File: src/rtl/result_writeback.sv
// Write-back stage: steers ALU results into the PC or the output-number register.
// Optional PC_ALIGN_CHECK_EN drops misaligned PC writes and raises sticky misalign.
module result_writeback #(
    parameter int               WIDTH    = 32,
    parameter logic [WIDTH-1:0] PC_RESET = '0,
    parameter logic [WIDTH-1:0] PC_STEP  = WIDTH'(4)
) (
    input  logic             clk,
    input  logic             reset,
    input  logic             in_valid,
    output logic             in_ready,
    input  logic [WIDTH-1:0] result,
    input  logic             sel_dest,
    input  logic             pc_inc,
    output logic [WIDTH-1:0] pc,
    output logic [WIDTH-1:0] output_number,
    output logic             out_valid,
    input  logic             out_ack,
    output logic             misalign
);

    typedef enum logic {
        IDLE = 1'b0,
        HOLD = 1'b1
    } state_t;

    state_t state;
    state_t state_nxt;

    logic accept;
    logic out_wr;
    logic pc_wr;
    logic pc_take;

    assign accept = in_valid && in_ready;
    assign out_wr = accept && !sel_dest;
    assign pc_wr  = accept && sel_dest;

    always_ff @(posedge clk or posedge reset) begin
        if (reset) begin
            state <= IDLE;
        end else begin
            state <= state_nxt;
        end
    end

    always_comb begin
        state_nxt = state;
        unique case (state)
            IDLE: begin
                if (out_wr) begin
                    state_nxt = HOLD;
                end
            end
            HOLD: begin
                if (out_ack && !out_wr) begin
                    state_nxt = IDLE;
                end
            end
            default: state_nxt = IDLE;
        endcase
    end

    // The stall is global: a pending output blocks PC writes too.
    always_comb begin
        out_valid = (state == HOLD);
        in_ready  = (state == IDLE) || out_ack;
    end

    always_ff @(posedge clk or posedge reset) begin
        if (reset) begin
            output_number <= '0;
        end else if (out_wr) begin
            output_number <= result;
        end
    end

`ifdef PC_ALIGN_CHECK_EN
    logic pc_bad;

    assign pc_bad  = pc_wr && (result[1:0] != 2'b00);
    assign pc_take = pc_wr && !pc_bad;

    always_ff @(posedge clk or posedge reset) begin
        if (reset) begin
            misalign <= 1'b0;
        end else if (pc_bad) begin
            misalign <= 1'b1;
        end
    end
`else
    assign pc_take  = pc_wr;
    assign misalign = 1'b0;
`endif

    // A taken write beats the increment; a dropped write lets it through.
    always_ff @(posedge clk or posedge reset) begin
        if (reset) begin
            pc <= PC_RESET;
        end else if (pc_take) begin
            pc <= result;
        end else if (pc_inc) begin
            pc <= pc + PC_STEP;
        end
    end

endmodule

File: config.mk
export PLATFORM = sky130hd
export DESIGN_NAME = result_writeback
export DESIGN_NICKNAME = d
export VERILOG_FILES = /design/src/rtl/result_writeback.sv
export SDC_FILE = /design/constraint.sdc
export NUM_CORES = 1
export LEC_CHECK = 0
export CAP_MARGIN = 0
export CORE_MARGIN = 3
export CORE_UTILIZATION = 45
export CTS_BUF_LIST = sky130_fd_sc_hd__clkbuf_4 sky130_fd_sc_hd__clkbuf_8 sky130_fd_sc_hd__clkbuf_16
export CTS_CLUSTER_DIAMETER = 60
export DETAILED_ROUTE_END_ITERATION = 7
export PLACE_DENSITY_LB_ADDON = 0.3
export SYNTH_ARGS = -nofsm -noshare
export SYNTH_HDL_FRONTEND = slang
export SYNTH_SLANG_ARGS = --single-unit
File: constraint.sdc
create_clock -name clk -period 2.2 [get_ports clk]
set_clock_uncertainty 0.1 [all_clocks]
set_input_delay 0.22 -clock clk [delete_from_list [all_inputs] [get_ports clk]]
set_output_delay 0.22 -clock clk [all_outputs]
set_load 0.1 [all_outputs]
Yosys cells after proc, flatten, opt, wreduce, memory -nomap -nowiden:

Cells that the tools add are included.

* reduce and logical (&&, ||, !) cells: 8
* add/sub/neg operators: 1
* muxes and demuxes: 5
* bitwise operators: 1

Operator list (number)
* 32-bit 2-to-1 mux: 2
* 32-bit by 3-bit adder with 32-bit output, second input constant: 1
* 1-bit logical AND: 4
* 1-bit logical NOT: 2
* 1-bit 2-to-1 mux: 2
* 1-bit one-hot mux with 2 select lines: 1
* 2-bit nonzero test: 1
* 1-bit logical OR: 1
* 1-bit NOT: 1

* register bits after elaboration: 65
* word-level logic and storage cells: 18
* input bits: 38

Depth between registers and ports, before layout:

Gate-level depths: netlist (run 1).

* depth in word-level cells: 8
* depth in mapped cells: 6

Worst setup path before layout (run 1):

Ideal clock, no wire load.

* kind: register to register
* start: register state (netlist: out_valid)
* end: register output_number[0]
* clock period less this slack: 3021 ps
* data arrival time: 2795 ps
* slack: -821 ps
* cell stages (with the launch flop): 6
* path through: dfrtp_1 > nand2b_1 > nand2_1 > nor2_1 > clkbuf_1 > mux2_2

* word-level cells in the longest chain between the ends: 4

RTL lines
* from (decl): line 27 `state_t state;`
* from (signal assigned): line 43 `state <= state_nxt;`
* 1-bit NOT
* 1-bit logical OR: line 67 `in_ready = (state == IDLE) || out_ack;`
* named net in_ready: line 11 `output logic in_ready,`
* 1-bit logical AND: line 35 `assign accept = in_valid && in_ready;`
* 1-bit logical AND: line 36 `assign out_wr = accept && !sel_dest;`
* to (signal assigned): line 74 `output_number <= result;`
* to (decl): line 16 `output logic [WIDTH-1:0] output_number,`

The timed path passes the listed nets, and every way through them passes these cells.
A chain may end at the register's enable or synchronous reset.

Worst setup path after layout (run 1):

* start: register pc[2]
* end: register pc[25]

* word-level cells in the longest chain between the ends: 3

RTL lines
* from (decl): line 15 `output logic [WIDTH-1:0] pc,`
* from (signal assigned): line 101 `pc <= result;`
* from (signal assigned): line 103 `pc <= pc + PC_STEP;`
* 32-bit by 3-bit adder with 32-bit output: line 103
* 32-bit 2-to-1 mux: line 102 `end else if (pc_inc) begin`
* 32-bit 2-to-1 mux: line 100 `end else if (pc_take) begin`

Every way passes these cells. The select of a mux whose other input is x is not followed.

==> impl_metrics.toml, run 1 <==
[run_status]
status = "completed"

[hold_path]
hp-class = "input pin to asynchronous set/reset pin"

[die]
rows = 29
dieHeight_um = 88.4
initial_utilization_pct = 47.3
dieArea_um2 = 7810
core_area_um2 = 6460
top_level_ports = 105
dieWidth_um = 88.4

[global_route]
grtUsageTotal_pct = 20.4
first_global_vias = 2670
grt-ovfl-total = 0
grt_max_degree = 66
grt_pass1_wl_um = 12400
grt_antenna_before_repair = 0

[synthesis]
synth_area_um2 = 3060
yosysTopAreaCell = "dfrtp_1"
synth_cell_type_count = 32
ys_ff_latch = 65
ys_warn_count = 0
ys_top_cells_by_area = "dfrtp_1 53%, mux2_2 12%, nand2_1 3.4%"
syn_nets = 324
syn_area_per_cell_um2 = 10.7
yosysTopAreaCellShare_pct = 53.2
netlist_instances = 285
synth-seq-area-share_pct = 53.2

[finish]
design_area_um2 = 4330
drive_gt1_share_pct = 40.0
final-seq-area_um2 = 1660
final_cell_mix = "74 x buf_4, 41 x dfrtp_1, 37 x clkdlybuf4s50_1"
diodes = 0
nNetsFinal = 434
area_delta_synth_final_pct = 41.9
multiInputGateArea_um2 = 1390
fillers = 531
layout_commonest_cell = "buf_4"
postLayoutCoreUtil_pct = 67.1

[worst_setup_path]
critPathCaptureType = "flip-flop"
arrival_ps = 2190
cp_top_family = "simple AND/OR/NAND/NOR gates"
cp_slowest_stage_delay_ps = 600
critPathSlowestCell = "or4_4"
crit_type = "flip-flop to flip-flop"
path_buf_inv = 0
startpoint_type = "flip-flop"
crit_required_ps = 2340
cp_cell_sequence = "nand4_1 > or4_4 > or4_1 > a31oi_1"
path_max_fanout = 9

[timing]
max_freq_mhz = 489
final_max_slew_viol_count = 0
hold_ws_ps = 176
setup_viol = 0
fin_crit_ps = 2050
fin_tns_setup_ps = 0
fin_crit_sh_pct = 93.0
grt_setup_unrepaired = "no"
hold_viol = 0

[placed_design]
place.gp.congestion = 0.800
postPlaceCellArea_um2 = 4150
portBuffers = 103
dp_hpwl_um = 5440

[pwr]
p_per_area_nw_per_um2 = 1240
finalPower_uw = 5360
p_leak_uw = 0.00178
max-vdd-ir-drop_mv = 0.811

[routing]
drt_first_iter_violations = 111
routedWlPerCell_um = 15.8
drtPass1Iterations = 4
detail-route-antenna-nets = 0
post-route-drc-count = 0
routed_wl_um = 7540
via_count = 2625
avgViaCountPerCell = 5.50

[clock_network]
cts_buffers = 9
cts_setup_buffers = 0
clock_sinks = 65
clock-root-buffer = "clkbuf_8"
clock_path_buffers = 2
worst_skew_pair.late_latency_ps = 330
hold_buffers = 0
tritoncts = "done"
clk_pin_slew_ps = 70
htree_levels = 3
cts_resized = 0

[run]
cap_violations = 0
path summary, 6_finish.rpt:
| kind | endpoint | cells after the start | startpoint | slack [ps] |
|---|---|---|---|---|
| min in group clk | pc[0] | 3 | result[0] | 350 |
| worst min register to register | pc[0] | 2 | pc[0] | 380 |
| worst max register to register | pc[25] | 4 | pc[2] | 150 |
| worst max-delay path | pc[25] | 4 | pc[2] | 150 |
| worst min-delay path | out_valid | 3 | reset | 180 |
| max in group asynchronous | pc[2] | 3 | reset | 1540 |
cells by family after synthesis:
group / synth area share [%]
simple gates: 18.1
flops: 53.2
compound gates: 9.30
mux: 12.1
buf+inv: 2.99
xor+xnor: 3.73
fa+ha+maj: 0.409
other cells: 0.123
worst register-to-register path, delay by kind of cell, from the launching register on:
family,cells,cell delay (ps)
AO/OA/AOI/OAI,1,190
flip-flops,1,450
AND/OR/NAND/NOR,3,1230
state kept, by name, summed over array words and instances, names as in the netlist:
signal / count
pc: 32
output_number: 32
out_valid: 1
cell type report:
type | count | area share (%)
repair buffers | 114 | 22.7
clock buffers | 13 | 3.84
inverters | 7 | 0.606
clock inverters | 3 | 0.346
multi-input cells | 198 | 32.0
flip-flops and latches | 65 | 38.2
well taps | 77 | 2.22
routing by layer:
layer  global-route usage (%)  routed length [um]  up-vias
li1                         -                   -     1267
met1                     25.9                3260     1276
met2                     33.9                3730       80
met3                     6.33                 519        2
met4                     5.63                  23        0
met5                        0                   0        -
stage by stage:
stage	setup slack, ps	std cells
after floorplan	-70.2	285
after global placement	-52.5	461
after detailed placement	-108	461
after CTS	138	477
after global routing	93.9	477
final	153	477
cell usage after synthesis, drive strengths merged:
library cell and n:
xnor2 12, nor2 22, nor3 2, buf 3, a31oi 16, nand4 8
nand3 12, a21oi 1, or4 12, inv 7, ha 1, nand2 28
dfrtp 65, o41ai 1, or4b 1, clkbuf 12, nand4bb 1, o21ai 19
nor4 3, and3 2, nand2b 1, o31ai 10, and4 5, or3 6
mux2 32, mux2i 1, xor2 1, conb 1
power by group:
part / switching, uW / leakage (uW) / total, uW / internal [uW]
clock network: 446 / 0.000100 / 937 / 491
registers: 256 / 0.000735 / 1700 / 1450
logic: 2110 / 0.000940 / 2720 / 610
Note: power is estimated with default switching activity, not from simulation.
==> inputs of run 2 (changes only) <==
--- a/config.mk
+++ b/config.mk
@@ -10,8 +10,11 @@
 export CORE_UTILIZATION = 45
 export CTS_BUF_LIST = sky130_fd_sc_hd__clkbuf_4 sky130_fd_sc_hd__clkbuf_8 sky130_fd_sc_hd__clkbuf_16
 export CTS_CLUSTER_DIAMETER = 60
+export CTS_CLUSTER_SIZE = 20
 export DETAILED_ROUTE_END_ITERATION = 7
+export MAX_ROUTING_LAYER = met4
 export PLACE_DENSITY_LB_ADDON = 0.3
+export REMOVE_ABC_BUFFERS = 1
 export SYNTH_ARGS = -nofsm -noshare
 export SYNTH_HDL_FRONTEND = slang
 export SYNTH_SLANG_ARGS = --single-unit
==> run 2 against run 1 <==
First-iteration DRC count is 41% higher. Sequential power is 3% lower. Non-clock buffer count is 10 higher. Hold slack worse by 18 ps. Highest routed layer unchanged. Worst setup slack worse by 52 ps. Final cell count is 2.1% higher. Critical path depth is 2 higher.
==> impl_metrics.toml, run 2 (synthesis gave the netlist of run 1 again) <==
[global_route]
grt_pass1_wl_um = 12800
grtUsageTotal_pct = 21.6
grt-ovfl-total = 0
grt_max_degree = 66
grt_antenna_before_repair = 0
first_global_vias = 2724

[finish]
layout_commonest_cell = "buf_4"
drive_gt1_share_pct = 34.1
final_cell_mix = "85 x buf_4, 65 x dfrtp_1, 37 x clkdlybuf4s50_1"
fillers = 535
nNetsFinal = 444
postLayoutCoreUtil_pct = 67.2
area_delta_synth_final_pct = 42.1
diodes = 0

[timing]
setup_viol = 0
fin_tns_setup_ps = 0
fin_crit_ps = 2100
final_max_slew_viol_count = 0
fin_crit_sh_pct = 95.4
hold_viol = 0
hold_ws_ps = 158
max_freq_mhz = 476
fin_ws_ps = 101
grt_setup_unrepaired = "no"

[die]
rows = 29
dieHeight_um = 88.4
core_area_um2 = 6460
dieArea_um2 = 7810
top_level_ports = 105
dieWidth_um = 88.4
initial_utilization_pct = 47.3

[clock_network]
clock-root-buffer = "clkbuf_8"
cts_setup_buffers = 0
hold_buffers = 0
clock_path_buffers = 2
clock_sinks = 65
cts_resized = 0
worst_skew_pair.late_latency_ps = 340
htree_levels = 3
clk_pin_slew_ps = 70
cts_buffers = 9
tritoncts = "done"

[worst_setup_path]
cp_top_family = "simple AND/OR/NAND/NOR gates"
startpoint_type = "flip-flop"
arrival_ps = 2250
r2r_start = "pc[2]"
path_max_fanout = 14
critPathCaptureType = "flip-flop"
rr_worst_depth = 6
path_buf_inv = 1
critPathSlowestCell = "or4_1"
r2r-end = "pc[24]"
crit_type = "flip-flop to flip-flop"
cp_cell_sequence = "ha_1 > and4_1 > nand4bb_1 > buf_4 > or4_1 > a31oi_1"
r2r_slack_ps = 100
cp_slowest_stage_delay_ps = 500
crit_required_ps = 2350

[placed_design]
pre_cts_slack_ps = -102
portBuffers = 103
place.gp.congestion = 0.815
dp_hpwl_um = 5620

[run_status]
status = "completed"

[pwr]
p_per_area_nw_per_um2 = 1260
max-vdd-ir-drop_mv = 0.763
p_leak_uw = 0.00184

[hold_path]
hp-class = "input pin to asynchronous set/reset pin"

[run]
cap_violations = 0

[routing]
via_count = 2734
routedWlPerCell_um = 15.9
avgViaCountPerCell = 5.61
post-route-drc-count = 0
detail-route-antenna-nets = 0
routed_wl_um = 7760
drt_first_iter_violations = 157
drtPass1Iterations = 4
==> run 2: layer usage <==
metal  routed length, um  global-route usage (%)
met3                 568                    4.93
met1                3250                    26.4
met4                 165                    7.97
met5                   0                       -
met2                3770                    34.9
==> run 2: through the flow <==
step	instance area, um^2	power [uW]	std cells
2_1_floorplan	2990	3750	270
5_1_grt	4340	5670	487
3_3_place_gp	4140	4400	471
3_5_place_dp	4140	4440	471
4_1_cts	4340	5480	487
6_report	4340	5460	487
==> run 2: power breakdown <==
group / internal, uW / switching, uW
Sequential: 1430 / 227
Combinational: 620 / 2150
Clock: 589 / 447
Total: 2640 / 2820
==> run 2: worst max-delay path by stage <==
stage | to | cells after the start | startpoint
after floorplan | output_number[0] | 4 | out_valid
after global placement | pc[29] | 6 | pc_inc
after detailed placement | pc[24] | 7 | pc_inc
after CTS | pc[21] | 4 | pc[12]
after global routing | pc[23] | 5 | pc[2]
final | pc[24] | 6 | pc[2]
==> run 2: cell type report <==
type	instances	area, um^2	share of cell area, %
clock buffers	13	160	3.69
clock inverters	3	40.0	0.922
inverters	7	26.3	0.605
multi-input cells	198	1350	31.0
flip-flops and latches	65	1630	37.5
well taps	77	96.3	2.22
repair buffers	124	1050	24.1
==> run 2: tightest hold or removal path, cell delays in order <==
cell and delay [ps]:
clkdlybuf4s50_1 410, inv_2 70, buf_12 300
==> inputs of run 3 (changes only) <==
--- a/config.mk
+++ b/config.mk
@@ -7,7 +7,7 @@
 export LEC_CHECK = 0
 export CAP_MARGIN = 0
 export CORE_MARGIN = 3
-export CORE_UTILIZATION = 45
+export CORE_UTILIZATION = 41
 export CTS_BUF_LIST = sky130_fd_sc_hd__clkbuf_4 sky130_fd_sc_hd__clkbuf_8 sky130_fd_sc_hd__clkbuf_16
 export CTS_CLUSTER_DIAMETER = 60
 export CTS_CLUSTER_SIZE = 20
==> constraint.sdc (replaced) <==
create_clock -name clk -period 1.8 [get_ports clk]
set_clock_uncertainty 0.1 [all_clocks]
set_input_delay 0.18 -clock clk [delete_from_list [all_inputs] [get_ports clk]]
set_output_delay 0.18 -clock clk [all_outputs]
set_load 0.1 [all_outputs]
==> run 3 against run 2 <==
The flow now finishes with violations (negative setup slack). Largest cell class is now non-clock buffers. Power increased by 32%. First-iteration DRC count shrank 2.5%. Critical path depth unchanged. Wire length grew 10%. Final cell count increased by 11%.
==> impl_metrics.toml, run 3 (synthesis gave the netlist of run 1 again) <==
[worst_setup_path]
crit_required_ps = 1920
r2r_start = "pc[2]"
critPathSlowestCell = "or4_4"
path_max_fanout = 6
cp_top_family = "simple AND/OR/NAND/NOR gates"
cp_common_cell = "buf_6"
rr_worst_depth = 6
cp_slowest_stage_delay_ps = 580
critPathCaptureType = "flip-flop"
startpoint_type = "flip-flop"
path_buf_inv = 2
crit_type = "flip-flop to flip-flop"
r2r-end = "pc[31]"
r2r_slack_ps = -240
startpoint = "pc[2]"
arrival_ps = 2160
cp_cell_sequence = "buf_6 > nand4_1 > or4_4 > buf_6 > o41ai_4 > a31oi_1"

[pwr]
p_leak_uw = 0.00219
clkPwrFrac_pct = 14.8
combPwrFrac_pct = 58.2
switchingPower_uw = 3580
p_per_area_nw_per_um2 = 1420
max-vdd-ir-drop_mv = 1.22
p_seq_share_pct = 27.0
p_int_uw = 3630
switching_share_pct = 49.7

[finish]
final-seq-area_um2 = 1630
fillers = 521
multiInputGateArea_um2 = 1390
final_cell_mix = "79 x buf_4, 65 x dfrtp_1, 37 x clkdlybuf4s50_1, 37 x buf_12, 32 x mux2_2"
drive_gt1_share_pct = 40.4
postLayoutCoreUtil_pct = 72.5
fin_cells = 539
layout_commonest_cell = "buf_4"
nNetsFinal = 478
area_delta_synth_final_pct = 66.5
diodes = 0

[global_route]
grt_max_degree = 66
grtUsageTotal_pct = 21.4
grt_antenna_before_repair = 0
grt_pass1_wl_um = 14000
first_global_vias = 2891
grt-ovfl-total = 0

[die]
dieArea_um2 = 8520
top_level_ports = 105
dieHeight_um = 92.3
rows = 30
dieWidth_um = 92.3
core_area_um2 = 7020
initial_utilization_pct = 43.5

[placed_design]
place_inst = 515
dp_hpwl_um = 6000
place.gp.congestion = 0.838
pre_cts_slack_ps = -450
portBuffers = 103

[routing]
routedWlPerCell_um = 15.9
routed_wl_um = 8560
post-route-drc-count = 0
drt_first_iter_violations = 153
avgViaCountPerCell = 5.24
via_count = 2824
drtPass1Iterations = 4
detail-route-antenna-nets = 0

[clock_network]
tritoncts = "done"
cts_buffers = 9
clock_path_buffers = 2
htree_levels = 3
clk_pin_slew_ps = 70
clock_sinks = 65
clock-root-buffer = "clkbuf_8"
worst_skew_pair.late_latency_ps = 340
hold_buffers = 0

[run_status]
status = "finished with violations"
violations = "negative setup slack"

[timing]
fin_crit_sh_pct = 113
setup_viol = 16
fin_ws_ps = -238
fin_crit_ps = 2040
grt_setup_unrepaired = "yes"
hold_viol = 0
max_freq_mhz = 491
final_max_slew_viol_count = 0

[run]
cap_violations = 0

[hold_path]
hp-class = "input pin to asynchronous set/reset pin"
-- run 3: cell types whose count changed in the layout (fill, tap and decap cells not counted), moves of 2 or more --
cell / before / now
buf_12: 2 / 37
o31ai_1: 10 / 7
buf_4: 85 / 79
clkinv_2: 2 / 4
o31ai_2: 0 / 3
buf_6: 0 / 5
clkbuf_4: 3 / 1
-- run 3: power by group through the flow --
stage                     sequential (uW)  clock (uW)  combinational [uW]
after floorplan                      4090           0                 493
final                                1950        1070                4190
after global routing                 1980        1150                4340
after CTS                            1950        1100                4200
after global placement               1960           0                4090
after detailed placement             1970           0                4120
-- run 3: layout make-up --
cell class,count,area share (%)
repair buffers,158,34.6
flip-flops and latches,65,32.0
multi-input cells,198,27.3
clock buffers,11,2.85
well taps,96,2.36
inverters,7,0.516
clock inverters,4,0.393
-- run 3: per-layer routing --
metal | share of wire, % | track usage [%] | vias to the layer above | wire, um
li1 | - | - | 1353 | -
met1 | 40 | 25.0 | 1377 | 3420
met2 | 53 | 35.4 | 87 | 4530
met3 | 6.3 | 7.23 | 7 | 538
met4 | 0.77 | 5.94 | 0 | 66
met5 | 0 | - | - | 0
-- run 3: timing repair --
action | in CTS | in global routing
setup endpoints to repair | 15 | 17
gates resized for setup | 13 | 2
setup buffers | 8 | 1
pin swaps | 11 | 9
-- run 3: worst max path at each step --
stage                                  end  slack [ps]  depth (start not counted)
after floorplan           output_number[0]       -2060                          4
after CTS                           pc[17]        -220                          7
after global routing                pc[31]        -320                          6
after global placement              pc[27]        -410                          5
final                               pc[31]        -240                          6
after detailed placement            pc[27]        -450                          5
-- run 3: worst reg2reg max path, delay by kind of cell (launching register included) --
| kind | cells | cell delay, ps |
|---|---|---|
| and+or+nand+nor | 2 | 670 |
| AOI/OAI and AO/OA | 2 | 490 |
| DFF | 1 | 380 |
| buffers and inverters | 2 | 270 |
-- run 3: metrics by stage --
step,area (um^2),hold slack (ps),total power [uW],TNS [ps]
2_1_floorplan,2990,185,4580,-112370
3_3_place_gp,4790,366,6040,-4990
3_5_place_dp,4790,375,6090,-5570
4_1_cts,5060,132,7240,-2350
5_1_grt,5090,152,7470,-4120
6_report,5090,121,7210,-2300
